File: src/rtl/bbox_crop_scaler.sv
// Crops the latched bounding box out of image memory, nearest-neighbour scales it to
// a 2**LOG2_OUT square and streams one R+G+B intensity per output pixel (valid/ready).
module bbox_crop_scaler #(
  parameter int WIDTH    = 100,
  parameter int HEIGHT   = 100,
  parameter int LOG2_OUT = 5
) (
  input  logic        clk,
  input  logic        rst_n,
  input  logic        start,
  output logic        done,
  input  logic [10:0] xMin,
  input  logic [10:0] xMax,
  input  logic [10:0] yMin,
  input  logic [10:0] yMax,
  output logic [23:0] addr,
  input  logic [15:0] rddata,
  output logic [15:0] out_data,
  output logic        out_valid,
  input  logic        out_ready,
  output logic        out_last,
  output logic        empty_box
);

  if (WIDTH * HEIGHT * 3 > (1 << 24)) begin : g_size_check
    $error("image does not fit the 24-bit address space");
  end

  localparam logic [23:0] COL_STRIDE = 24'(HEIGHT * 3);

  typedef enum logic [2:0] {IDLE, CALC, RD_R, RD_G, RD_B, ACC_B, EMIT, DONE} state_t;
  state_t state;

  logic [10:0]         x0, x1, y0, y1;
  logic [LOG2_OUT-1:0] ox, oy;
  logic [23:0]         base;
  logic [17:0]         acc;

  logic [11:0]          bw, bh, sx, sy;
  logic [LOG2_OUT+11:0] px, py;
  logic [23:0]          base_c;
  logic [17:0]          acc_sum;
  logic [15:0]          acc_sat;
  logic                 at_last;

  // Source coordinate = box origin + floor(o * box_size / OUT); never exceeds the far edge.
  assign bw      = {1'b0, x1} - {1'b0, x0} + 12'd1;
  assign bh      = {1'b0, y1} - {1'b0, y0} + 12'd1;
  assign px      = {12'b0, ox} * {{LOG2_OUT{1'b0}}, bw};
  assign py      = {12'b0, oy} * {{LOG2_OUT{1'b0}}, bh};
  assign sx      = {1'b0, x0} + px[LOG2_OUT +: 12];
  assign sy      = {1'b0, y0} + py[LOG2_OUT +: 12];
  assign base_c  = 24'(sx) * COL_STRIDE + 24'(sy) * 24'd3;
  assign acc_sum = acc + {2'b00, rddata};
  assign acc_sat = (acc_sum[17:16] != 2'b00) ? 16'hFFFF : acc_sum[15:0];
  assign at_last = (&ox) && (&oy);

  always_ff @(posedge clk) begin
    if (!rst_n) begin
      state     <= IDLE;
      done      <= 1'b0;
      addr      <= '0;
      out_data  <= '0;
      out_valid <= 1'b0;
      out_last  <= 1'b0;
      empty_box <= 1'b0;
      ox        <= '0;
      oy        <= '0;
      acc       <= '0;
      base      <= '0;
      x0 <= '0; x1 <= '0; y0 <= '0; y1 <= '0;
    end else begin
      case (state)
        IDLE, DONE: if (start) begin
          x0 <= xMin; x1 <= xMax; y0 <= yMin; y1 <= yMax;
          empty_box <= (xMin > xMax) || (yMin > yMax);
          ox    <= '0;
          oy    <= '0;
          done  <= 1'b0;
          state <= CALC;
        end
        CALC: begin
          acc  <= '0;
          base <= base_c;
          if (empty_box) begin
            out_data  <= '0;
            addr      <= '0;
            out_valid <= 1'b1;
            out_last  <= at_last;
            state     <= EMIT;
          end else begin
            addr  <= base_c;
            state <= RD_R;
          end
        end
        // Memory returns data one cycle after addr, so each add lags its address by one state.
        RD_R: begin
          addr  <= base + 24'd1;
          state <= RD_G;
        end
        RD_G: begin
          acc   <= acc_sum;
          addr  <= base + 24'd2;
          state <= RD_B;
        end
        RD_B: begin
          acc   <= acc_sum;
          state <= ACC_B;
        end
        ACC_B: begin
          acc       <= acc_sum;
          out_data  <= acc_sat;
          out_valid <= 1'b1;
          out_last  <= at_last;
          state     <= EMIT;
        end
        EMIT: if (out_ready) begin
          out_valid <= 1'b0;
          out_last  <= 1'b0;
          if (at_last) begin
            done  <= 1'b1;
            state <= DONE;
          end else begin
            ox <= ox + 1'b1;
            if (&ox) oy <= oy + 1'b1;
            state <= CALC;
          end
        end
        default: state <= IDLE;
      endcase
    end
  end

endmodule
File: config.mk
export PLATFORM = sky130hd
export DESIGN_NAME = bbox_crop_scaler
export DESIGN_NICKNAME = d
export VERILOG_FILES = /design/src/rtl/bbox_crop_scaler.sv
export SDC_FILE = /design/constraint.sdc
export NUM_CORES = 1
export LEC_CHECK = 0
export ABC_AREA = 1
export BUFFER_PORTS_ARGS = -buffer_cell sky130_fd_sc_hd__buf_2
export CAP_MARGIN = 15
export CORE_AREA = 2 2 193 195
export DETAILED_ROUTE_END_ITERATION = 10
export DIE_AREA = 0 0 195 197
export GPL_ROUTABILITY_DRIVEN = 0
export PLACE_DENSITY_LB_ADDON = 0.12
export SYNTH_ARGS = -nofsm -noshare
export SYNTH_HDL_FRONTEND = slang
export SYNTH_SLANG_ARGS = --single-unit
export TNS_END_PERCENT = 30
File: constraint.sdc
create_clock -name clk -period 11.2 [get_ports clk]
set_input_delay 1.12 -clock clk [delete_from_list [all_inputs] [get_ports clk]]
set_output_delay 1.12 -clock clk [all_outputs]
set_load 0.05 [all_outputs]
==> impl_metrics.csv <==
group,metric,value,unit
status,outcome,"finished, final reports clean",
cts,cts-root-buf,"clkbuf_16",
sta,fmax,0.0955,GHz
worst_setup_path,cpMostUsedCell,"nand2_1",
synthesis,ys_top_cells_by_area,"dfxtp_1 17%, ha_1 17%, fa_1 11%",
cts,cts_tree,"yes",
layout,regArea,2800,um^2
cts,hold_buffers,0,
synthesis,yosysUniqueCellTypes,62,
synthesis,yosysMostFrequentCell,"nand2_1",
synthesis,synthesis.area,16100,um^2
worst_setup_path,critPathMaxStageDelay,0.54,ns
synthesis,synth.top_cell.area_share,0.174,
worst_setup_path,worstSetupPathType,"reg -> reg",
layout,area_growth,10.5,%
routing,via_per_inst,5.20,
routing,routedWlPerCell,14.9,um
synthesis,syn_nets,2668,
layout,multi_input_area,11700,um^2
layout,drive_above_1_share,0.107,
floorplan,die-width,195,um
synthesis,synth.largest_area_cell,"dfxtp_1",
sta,fin_crit,10.47,ns
worst_setup_path,slowest_stage,"fa_1",
min_path,worstHoldPathType,"reg -> reg",
worst_setup_path,path_max_fanout,5,
layout,post-route-util,0.490,
flow_run,cap_violations,0,
power_and_ir_drop,power.density,244,nW/um^2
layout,n_fill_cell,3750,
worst_setup_path,crit_path_end_kind,"flop",
global_routing,gr-usage-all-layers,0.229,
worst_setup_path,cp.buffers_inverters,12,
placed_design,place_hpwl,34.4,mm
sta,skew,0.00762,ns
worst_setup_path,crit_path_start_kind,"flop",
synthesis,synth_area_per_cell,7.01,um^2
global_routing,grt_pass1_wl,72.1,mm
routing,dr.pass1.iters,6,
sta,setup_viol,0,
placed_design,numPortBuffers,106,
routing,routed_wl,42.8,mm
floorplan,start_util,0.444,
synthesis,synthCells,2297,
floorplan,dieHeight,197,um
sta,slew_violations,0,
sta,final_hold_viol_count,0,
floorplan,num_rows,70,
cts,cts_buffers,17,
placed_design,placedCellCount,2823,
floorplan,ios,108,
worst_setup_path,path_delay_family,"adder cells",
routing,drt_iter0_drc,876,
power_and_ir_drop,peakVddDrop,0.286,mV
layout,antenna_cells,0,
global_routing,grt_max_degree,80,
cts,cts.clk_slew.worst_paths,0.07,ns
cts,worst_skew_pair.late_latency,0.46,ns
synthesis,synth_edf_count,0,
global_routing,gr-total-overflow,0,
global_routing,grt_pass1_vias,14800,
synthesis,synth_seq_cells,140,
floorplan,coreArea,36300,um^2
routing,num_vias,14900,
sta,max_slew_margin,0.270,
routing,drtAntennaViolNets,0,
layout,stdcell_count,2865,
routing,drc_errors,0,
placed_design,place_area,17000,um^2
cts,clock_sinks,140,
sta,whs,0.462,ns
synthesis,ys_async_sr_fraction,0,
synthesis,synthTopCellsByCount,"441 x nand2_1, 393 x inv_1, 247 x a21oi_1",
cts,cts.htree.levels,4,
synthesis,yosysWarnings,0,
synthesis,synth_ff_type,"dfxtp_1",
layout,nets,2755,
global_routing,antenna_found_initial,0,
worst_setup_path,worstPathRequired,11.56,ns
layout,fin_area,17800,um^2
sta,setup-tns-final,0,ns
floorplan,fp.dieArea,38400,um^2
synthesis,seq_area_frac_synth,0.174,
cts,cts_max_path_buffers,2,
worst_setup_path,arrival,10.83,ns
sta,tightest_slew,1.10,ns
power_and_ir_drop,p_leak,9.25,nW
sta,post-route-period-util,0.935,
[repair_timing]
| action | 4_1_cts | 5_1_grt |
|---|---|---|
| setup buffers | 0 | 10 |
| endpoints found under the setup margin | 0 | 20 |
| gates resized for setup | 0 | 26 |
[cells by family (layout without fill, tap and decap cells)]
| kind of cell | after synthesis | after routing | share of synthesized area |
|---|---|---|---|
| AND/OR/NAND/NOR | 824 | 824 | 0.223 |
| AO/OA/AOI/OAI | 483 | 483 | 0.166 |
| buffers and inverters | 460 | 560 | 0.110 |
| adder cells (fa/ha/maj) | 307 | 307 | 0.280 |
| flip-flops | 140 | 140 | 0.174 |
| XOR/XNOR | 82 | 82 | 0.0458 |
| other | 1 | 1 | 0.000233 |
[metrics by stage]
step	power, mW	setup WS [ns]
3_3_place_gp	3.65	0.640
4_1_cts	4.26	0.303
6_report	4.33	0.732
5_1_grt	4.79	-0.0440
2_1_floorplan	2.94	1.29
3_5_place_dp	3.66	0.316
[tightest hold or removal path, delay by kind of cell (launching register included)]
family | cells | cell delay [ns]
flip-flops | 1 | 0.31
AND/OR/NAND/NOR | 1 | 0.06
AO/OA/AOI/OAI | 1 | 0.05
[cells in the final DEF (no fill, tap or decap), types with 4 or more instances in the layout]
cell	instances
nand4_1	15
o21ai_1	8
nor2_1	155
clkbuf_16	17
a21o_1	12
a211oi_1	9
ha_1	212
o21a_1	5
a21oi_1	245
inv_2	13
a41oi_1	4
o211ai_1	6
buf_2	106
nand3_2	10
inv_1	393
clkinvlp_4	4
nor2_2	13
nand3b_1	6
nor2_4	4
nand3_1	91
nand2_1	438
nor3_1	30
or2_2	19
o31ai_1	8
dfxtp_1	140
o21ai_0	135
fa_1	89
o21bai_1	5
nor3_2	6
nand2_2	13
xor2_2	5
or2_1	10
nor4_1	4
xor2_1	41
a31oi_1	16
xnor2_1	33
inv_6	5
buf_4	13
[layer usage]
layer / global-route usage / up-vias / share of wire
met5: 0 / - / 0
met4: 0.0650 / 0 / 0.019
met3: 0.0294 / 52 / 0.033
met2: 0.393 / 250 / 0.46
met1: 0.303 / 6961 / 0.48
li1: - / 7633 / -
[path summary, 6_finish.rpt]
check        cells past startpoint         from           to  slack [ns]
max reg2reg                     55        x1[1]     base[20]        0.73
min                              2  out_data[0]  out_data[0]        0.46
min reg2reg                      2  out_data[0]  out_data[0]        0.46
max                             55        x1[1]     base[20]        0.73
[where the power goes]
group | switching [mW] | internal, mW
sequential | 0.0880 | 0.591
combinational | 1.97 | 1.12
clock | 0.261 | 0.309
[sequential cells by signal, summed over array words and instances (netlist names), 11 cells and up]
signal    cells
addr         23
base         22
acc          18
out_data     16
x0           11
x1           11
y0           11
y1           11
[layout make-up]
type	count	area share
clock buffers	18	0.0241
clock inverters	14	0.00753
inverters	409	0.0864
multi-input cells	1697	0.656
flip-flops and latches	140	0.158
well taps	468	0.0329
repair buffers	119	0.0353
Note: power is estimated with default switching activity, not from simulation.
